File: config.mk
export PLATFORM = sky130hd
export DESIGN_NAME = mem_access_unit
export DESIGN_NICKNAME = d
export VERILOG_FILES = /design/src/rtl/mem_access_unit.sv
export SDC_FILE = /design/constraint.sdc
export NUM_CORES = 1
export LEC_CHECK = 0
export ABC_CLOCK_PERIOD_IN_PS = 5000
export CAP_MARGIN = 20
export CORE_UTILIZATION = 40
export DETAILED_ROUTE_END_ITERATION = 8
export PLACE_DENSITY = 0.72
export SLEW_MARGIN = 0
export SYNTH_ARGS = -nofsm -noshare
export SYNTH_HDL_FRONTEND = slang
export SYNTH_SLANG_ARGS = --single-unit
File: constraint.sdc
create_clock -name clk_in -period 5 [get_ports clk_in]
set_clock_uncertainty 0.2 [all_clocks]
set_input_delay 0.75 -clock clk_in [delete_from_list [all_inputs] [get_ports clk_in]]
set_output_delay 0.75 -clock clk_in [all_outputs]
set_load 0.05 [all_outputs]
File: src/rtl/mem_access_unit.sv
// Multi-cycle load/store unit: word-wide req/ack memory port with byte enables,
// sub-word lane steering and extension, stall generation and a BUSY timeout.
module mem_access_unit #(
  parameter int unsigned TIMEOUT = 255
) (
  input  logic        clk_in,
  input  logic        rst_in,
  input  logic        re_in,
  input  logic        we_in,
  input  logic [1:0]  size_in,
  input  logic        zext_in,
  input  logic [31:0] addr_in,
  input  logic [31:0] wdata_in,
  output logic        stall_out,
  output logic [31:0] rdata_out,
  output logic        misaligned_out,
  output logic        bus_err_out,
  output logic        mem_req_out,
  output logic        mem_we_out,
  output logic [31:0] mem_addr_out,
  output logic [3:0]  mem_be_out,
  output logic [31:0] mem_wdata_out,
  input  logic [31:0] mem_rdata_in,
  input  logic        mem_ack_in
);

  localparam logic [15:0] TimeoutLast = 16'(TIMEOUT - 1);

  typedef enum logic [1:0] {StIdle, StBusy, StDone} state_e;

  state_e      state_q, state_d;
  logic        we_q, zext_q;
  logic [1:0]  size_q;
  logic [31:0] addr_q, wdata_q, rdata_q;
  logic [3:0]  be_q;
  logic [15:0] cnt_q, cnt_d;
  logic        mis_q, err_q;

  logic        req_any, is_byte, is_half, misaligned, start, timeout;
  logic [3:0]  be_new;
  logic [31:0] wdata_new, load_ext;
  logic [7:0]  lane_b;
  logic [15:0] lane_h;

  assign req_any    = we_in | re_in;
  assign is_byte    = (size_in == 2'b00);
  assign is_half    = (size_in == 2'b01);
  assign misaligned = (is_half & addr_in[0]) | (~is_byte & ~is_half & (addr_in[1:0] != 2'b00));
  assign start      = (state_q == StIdle) & req_any & ~misaligned;
  assign timeout    = (state_q == StBusy) & ~mem_ack_in & (cnt_q == TimeoutLast);

  always_comb begin
    be_new    = 4'b1111;
    wdata_new = wdata_in;
    if (is_byte) begin
      be_new    = 4'b0001 << addr_in[1:0];
      wdata_new = {4{wdata_in[7:0]}};
    end else if (is_half) begin
      be_new    = addr_in[1] ? 4'b1100 : 4'b0011;
      wdata_new = {2{wdata_in[15:0]}};
    end
  end

  // Lane extraction uses the latched access, never the live decoder inputs.
  always_comb begin
    lane_b   = mem_rdata_in[8*addr_q[1:0] +: 8];
    lane_h   = addr_q[1] ? mem_rdata_in[31:16] : mem_rdata_in[15:0];
    load_ext = mem_rdata_in;
    if (size_q == 2'b00) begin
      load_ext = {{24{~zext_q & lane_b[7]}}, lane_b};
    end else if (size_q == 2'b01) begin
      load_ext = {{16{~zext_q & lane_h[15]}}, lane_h};
    end
  end

  always_comb begin
    state_d = state_q;
    cnt_d   = cnt_q;
    unique case (state_q)
      StIdle: begin
        if (start) begin
          state_d = StBusy;
          cnt_d   = 16'd0;
        end
      end
      StBusy: begin
        if (mem_ack_in || timeout) begin
          state_d = StDone;
        end else begin
          cnt_d = cnt_q + 16'd1;
        end
      end
      StDone:  state_d = StIdle;
      default: state_d = StIdle;
    endcase
  end

  always_ff @(posedge clk_in or posedge rst_in) begin
    if (rst_in) begin
      state_q <= StIdle;
      cnt_q   <= 16'd0;
      we_q    <= 1'b0;
      zext_q  <= 1'b0;
      size_q  <= 2'b00;
      addr_q  <= 32'd0;
      be_q    <= 4'd0;
      wdata_q <= 32'd0;
      rdata_q <= 32'd0;
      mis_q   <= 1'b0;
      err_q   <= 1'b0;
    end else begin
      state_q <= state_d;
      cnt_q   <= cnt_d;
      mis_q   <= (state_q == StIdle) & req_any & misaligned;
      err_q   <= timeout;
      if (start) begin
        we_q    <= we_in;
        zext_q  <= zext_in;
        size_q  <= size_in;
        addr_q  <= addr_in;
        be_q    <= be_new;
        wdata_q <= wdata_new;
      end
      if ((state_q == StBusy) && mem_ack_in && !we_q) begin
        rdata_q <= load_ext;
      end
    end
  end

  assign stall_out      = start | (state_q == StBusy);
  assign rdata_out      = rdata_q;
  assign misaligned_out = mis_q;
  assign bus_err_out    = err_q;
  assign mem_req_out    = (state_q == StBusy);
  assign mem_we_out     = we_q;
  assign mem_addr_out   = {addr_q[31:2], 2'b00};
  assign mem_be_out     = be_q;
  assign mem_wdata_out  = wdata_q;

endmodule

; Word level (Yosys, flattened, before mapping)
; Cells that the tools add are included.
[word_totals]
input_bits = 104
wordCells = 64
ff_bits = 124
[classes]
muxes = 14
eq_ne = 7
shifts = 2
bitwise = 18
add_sub_neg = 1
n_reduce_logical = 11
[ops]
columns = operator, n
row1 = two-way mux 32 bit, 4
row2 = two-way mux 16 bit, 3
row3 = one-hot mux 16 bit (2 select lines), 1
row4 = variable part select 32 x 6 -> 8 bit, 1
row5 = adder 16 x 1 -> 16 bit (second input constant), 1
row6 = == test 16 x 8 -> 1 bit (second input constant), 1
row7 = two-way mux 4 bit, 3
row8 = AND 1 bit, 10
row9 = == test 2 x 1 -> 1 bit (second input constant), 3
row10 = zero test 2 bit, 3
row11 = NOT 1 bit, 5
row12 = two-way mux 2 bit, 2
row13 = != test 2 bit (second input constant), 2
row14 = one-hot mux 2 bit (2 select lines), 1
row15 = nonzero test 2 bit, 2
row16 = << shifter 1 x 2 -> 4 bit (first input constant), 1
row17 = OR 1 bit, 3
row18 = AND reduction 3 bit, 1
row19 = logical AND 1 bit, 2
row20 = != test 2 x 1 -> 1 bit (second input constant), 1
row21 = AND reduction 2 bit, 1
row22 = zero test 1 bit, 1
row23 = logical OR 1 bit, 1

; Logic depth before layout (Yosys ltp)
[logic_depth]
depth_word = 9
mapped_depth = 8
depth_no_buf = 7

; Worst setup path after synthesis
; No wires, ideal clock.
[synth_path]
path_kind = input to output
from = input size_in[1]
to = output stall_out
setup_slack_ns = 1.798
arrival_ns = 2.252
cell_stages = 6
cell_sequence = clkbuf_1 > o21ai_0 > nand4b_1 > clkbuf_1 > clkbuf_1 > nand2_1
[synth_via]
elab_chain_len = 8
elab_cells_between_ends = 11
classes_between = 1 x eq/ne / 9 x bitwise / 1 x reduce/logical
[synth_lines]
columns = element, line_no
row1 = from (decl), 10  ; input logic [1:0] size_in,
row2 = == test 2 x 1 -> 1 bit / zero test 2 bit (equally long branches), "47, 46"
row3 = NOT 1 bit, 48  ; assign misaligned = (is_half & addr_in[0]) | (~is_byte & ~is_half & (addr_in[1:0] != 2'b00));
row4 = AND 1 bit (2 in a row), 48
row5 = OR 1 bit *, 48
row6 = NOT 1 bit *, 49  ; assign start = (state_q == StIdle) & req_any & ~misaligned;
row7 = AND 1 bit *, 49
row8 = OR 1 bit *, 130  ; assign stall_out = start | (state_q == StBusy);
row9 = to (decl), 14  ; output logic stall_out,
; Mark *: on every way between the ends. The rest lies on a longest branch, timed or not.

; Worst setup path after layout
; Same ends and word-level chain as after synthesis.

==> results.md <==
- Outcome: completed
- Core Util, Final: 0.579
- Leak Pwr: roughly 4.0 nW
- Period utilization: 0.650
- Initial Util: 0.410
- Number of buffers created by CTS: 17
- Core area: 15,100 um2
- Port Buf Inserts: just over 200
- Max Freq: slightly above 300 MHz
- Worst R2R Path Depth: 7
- Synth warnings: 0
- # IOs: about 210
- # Post-CTS Setup Buffers: 0
- Register area share after synthesis: 0.500
- Antenna violations before repair: 0
- Final nets: 930
- Post-synth cell types: 50
- NetSw: between 2 and 3 mW
- Net Sw Frac: 0.451
- Reg2reg start: cnt_q[0]$_DFFE_PP0P_
- Pin count of the biggest net entering global routing: 97
- Reg2reg end: cnt_q[4]$_DFFE_PP0P_
- Setup_tns: 0 ns
- CP Data Required Time: about 4.1 ns
- Post-cts resize count: 0
- Aggregate global routing overflow: 0
- Die width: ~130 um
- Hold-fix buffers, CTS: 0
- Worst stage delay on the critical path: roughly 0.46 ns
- Tot Pwr: 5.64 mW
- Comb power frac: 0.490
- CTS max path bufs: 2
- Yosys reg bits: ~120
- Endpoints failing setup: 0
- Pint: a little over 3 mW
- Die area: about 16,000 um2
- CP Capture Point: stall_out
- Routed WL: ~17 mm
- CTS Sinks: between 100 and 150
- Final Max Tran Viols: 0
- Total power divided by cell area: approximately 640 nW/um2
- Crit path DAT: about 2.3 ns
- CP startpoint: size_in[1]
- Fillers: 1,310
- GR Util met2: 0.338
- Post-Syn Instances: roughly 670
- Post-placement setup slack: 1.49 ns
- Tot GR Track Use: 0.218
- Via count: between 5,000 and 6,000
- Chip Height: 127 um
- Clk pin slew, worst setup/hold paths: about 0.050 ns
- Max-cap violations: 0
- DRC violations left: 0
- Most used DFF post-synth: dfrtp_1
- Final ANT Viol Nets: 0
- Detailed placer's ending HPWL: 11.8 mm
- CTS tree: yes
- Nature of the critical path startpoint: input port
- Gpl congestion: 0.817
- Hold Path Class: flip-flop to flip-flop
- Final hold vios: 0
- Tmin final: 3.25 ns
- Met1 usage: 0.289
- Asr flop ratio synth: 1.00
- Reg-to-reg setup timing slack: approximately 2.3 ns
- Met3 Usage GRT: 0.0709
- DRT iter0 DRCs: roughly 310
- Max IR drop VDD: about 0.36 mV
- Unrepaired setup endpoints after global routing: no
- Area Growth Syn to Fin: 41.4%
- DR vias/cell: between 5 and 6
- Initial DRT Pass Iterations: 4
- Clock share of power: 0.219
- Crit-path slowest cell: clkdlybuf4s50_1
- Slew @ Worst Pin: ~1 ns
- CP Cell Sequence: clkdlybuf4s50_1 -> buf_4 -> o21ai_0 -> nand4b_1 -> nand2_1 -> buf_12
- Final worst slack: approximately 1.8 ns
- Avg WL per Cell: ~17 um
- Clock Root Buffer: clkbuf_16
- Seq pwr share: 0.291
- Row count: 45
- Skew-Pair Late Insertion Delay: 0.41 ns
- GRT Max-Usage Layer: met2
- Setup Crit Path Kind: input port to output port
- CTS H-Tree Depth: 4
- First-pass GRT wire length: between 20 and 30 mm
- Slew headroom: 0.334
- Post-synth EDFFs: 0
- Worst Path Max Fanout: 34
- Crit. End Element: output port
- Vias in the first global route: just over 5,000
- Syn_area_per_cell: approximately 9.3 um2
- Share of layout cells above drive strength 1: 0.0717
- Synthesized area: just over 6000 um2
==> Yosys cell counts (all sizes together) (2+ instances only) <==
master | instances | share of area
a211oi | 10 | 0.012
a21o | 11 | 0.013
a21oi | 12 | 0.011
a221o | 4 | 0.0065
a31oi | 4 | 0.0040
and2 | 2 | 0.0020
buf | 38 | 0.044
clkbuf | 38 | 0.023
dfrtp | 124 | 0.50
ha | 2 | 0.0040
inv | 7 | 0.0046
mux2i | 41 | 0.066
mux4 | 8 | 0.029
nand2 | 179 | 0.11
nand2b | 3 | 0.0030
nand3 | 41 | 0.033
nand3b | 3 | 0.0036
nand4 | 4 | 0.0040
nor2 | 26 | 0.016
nor2b | 3 | 0.0030
nor3 | 11 | 0.0089
nor4 | 5 | 0.0050
nor4b | 2 | 0.0028
o211ai | 3 | 0.0036
o21a | 8 | 0.0097
o21ai | 47 | 0.038
o221ai | 2 | 0.0028
o31ai | 3 | 0.0036
or2 | 3 | 0.0030
or4 | 6 | 0.0073
xnor2 | 2 | 0.0028
==> registers in the layout (all words and copies together), names as in the netlist <==
name,cells
mem_wdata_out,32
mem_be_out,4
size_q,2
state_q,2
bus_err_out,1
rdata_out,32
addr_q,32
cnt_q,16
mem_we_out,1
misaligned_out,1
zext_q,1
==> layer usage <==
layer	routed length [um]	up-vias
met3	1600	23
met1	7410	2613
li1	-	2582
met5	0	-
met4	282	0
met2	7790	224
==> final cells by class <==
| type | instances | area [um2] | area share |
|---|---|---|---|
| sequential | 124 | 3100 | 0.354 |
| timing repair buffer | 215 | 2140 | 0.244 |
| antenna | 1 | 2.50 | 0.000285 |
| clock buffer | 22 | 484 | 0.0552 |
| multi-input combinational | 459 | 2670 | 0.304 |
| clock inverter | 10 | 114 | 0.0130 |
| tap | 188 | 235 | 0.0268 |
| inverter | 7 | 31.3 | 0.00356 |
==> power by group through the flow <==
| stage | sequential, mW | combinational (mW) | clock [mW] |
|---|---|---|---|
| 3_5_place_dp | 1.65 | 2.77 | 0 |
| 4_1_cts | 1.64 | 2.78 | 1.26 |
| 5_1_grt | 1.69 | 2.91 | 1.30 |
| 6_report | 1.64 | 2.76 | 1.24 |
| 2_1_floorplan | 2.43 | 1.14 | 0 |
| 3_3_place_gp | 1.65 | 2.75 | 0 |
==> placed cells by master (no fill, tap or decap), drive strengths merged, types with 2 or more instances in the layout <==
master,n
a211oi,10
a21o,11
a21oi,12
a221o,4
a31oi,4
and2,2
buf,10
bufinv,2
clkbuf,22
clkdlybuf4s50,205
clkinv,4
clkinvlp,4
conb,2
dfrtp,124
ha,2
inv,7
mux2i,41
mux4,8
nand2,179
nand2b,3
nand3,41
nand3b,3
nand4,4
nor2,26
nor2b,3
nor3,11
nor4,5
nor4b,2
o211ai,3
o21a,8
o21ai,47
o221ai,2
o31ai,3
or2,3
or4,6
xnor2,2
==> logic make-up (layout without fill, tap and decap cells) <==
group	after synthesis	after routing	synth area share
xor gates and xnor gates	3	3	0.00424
other	1	3	0.000604
muxes	50	50	0.0970
and+or+nand+nor	293	293	0.207
AOI/OAI and AO/OA	109	109	0.115
buffers and inverters	83	254	0.0718
DFF	124	124	0.500
adders and majority gates	2	2	0.00403
==> critical path: cells and delay by family <==
family,cells,cell delay [ns]
AOI/OAI and AO/OA,1,0.24
and+or+nand+nor,2,0.31
buffers and inverters,3,0.99
==> worst min-delay path by stage <==
stage / from / end / cells after the start
after floorplan: addr_q[10]$_DFFE_PP0P_ / addr_q[10]$_DFFE_PP0P_ / 2
after global placement: addr_q[7]$_DFFE_PP0P_ / addr_q[7]$_DFFE_PP0P_ / 2
after detailed placement: addr_q[11]$_DFFE_PP0P_ / addr_q[11]$_DFFE_PP0P_ / 2
after CTS: addr_q[11]$_DFFE_PP0P_ / addr_q[11]$_DFFE_PP0P_ / 2
after global routing: addr_q[16]$_DFFE_PP0P_ / addr_q[16]$_DFFE_PP0P_ / 2
final: addr_q[4]$_DFFE_PP0P_ / addr_q[4]$_DFFE_PP0P_ / 2
==> stage by stage <==
| stage | hold slack (ns) | area (um2) | std cells |
|---|---|---|---|
| detailed placement | 0.262 | 8170 | 993 |
| global route | 0.289 | 8770 | 1025 |
| finish | 0.268 | 8770 | 1026 |
| floorplan | 0.247 | 6210 | 666 |
| global placement | 0.257 | 8170 | 993 |
| CTS | 0.276 | 8770 | 1025 |
Note: power is estimated with default switching activity, not from simulation.
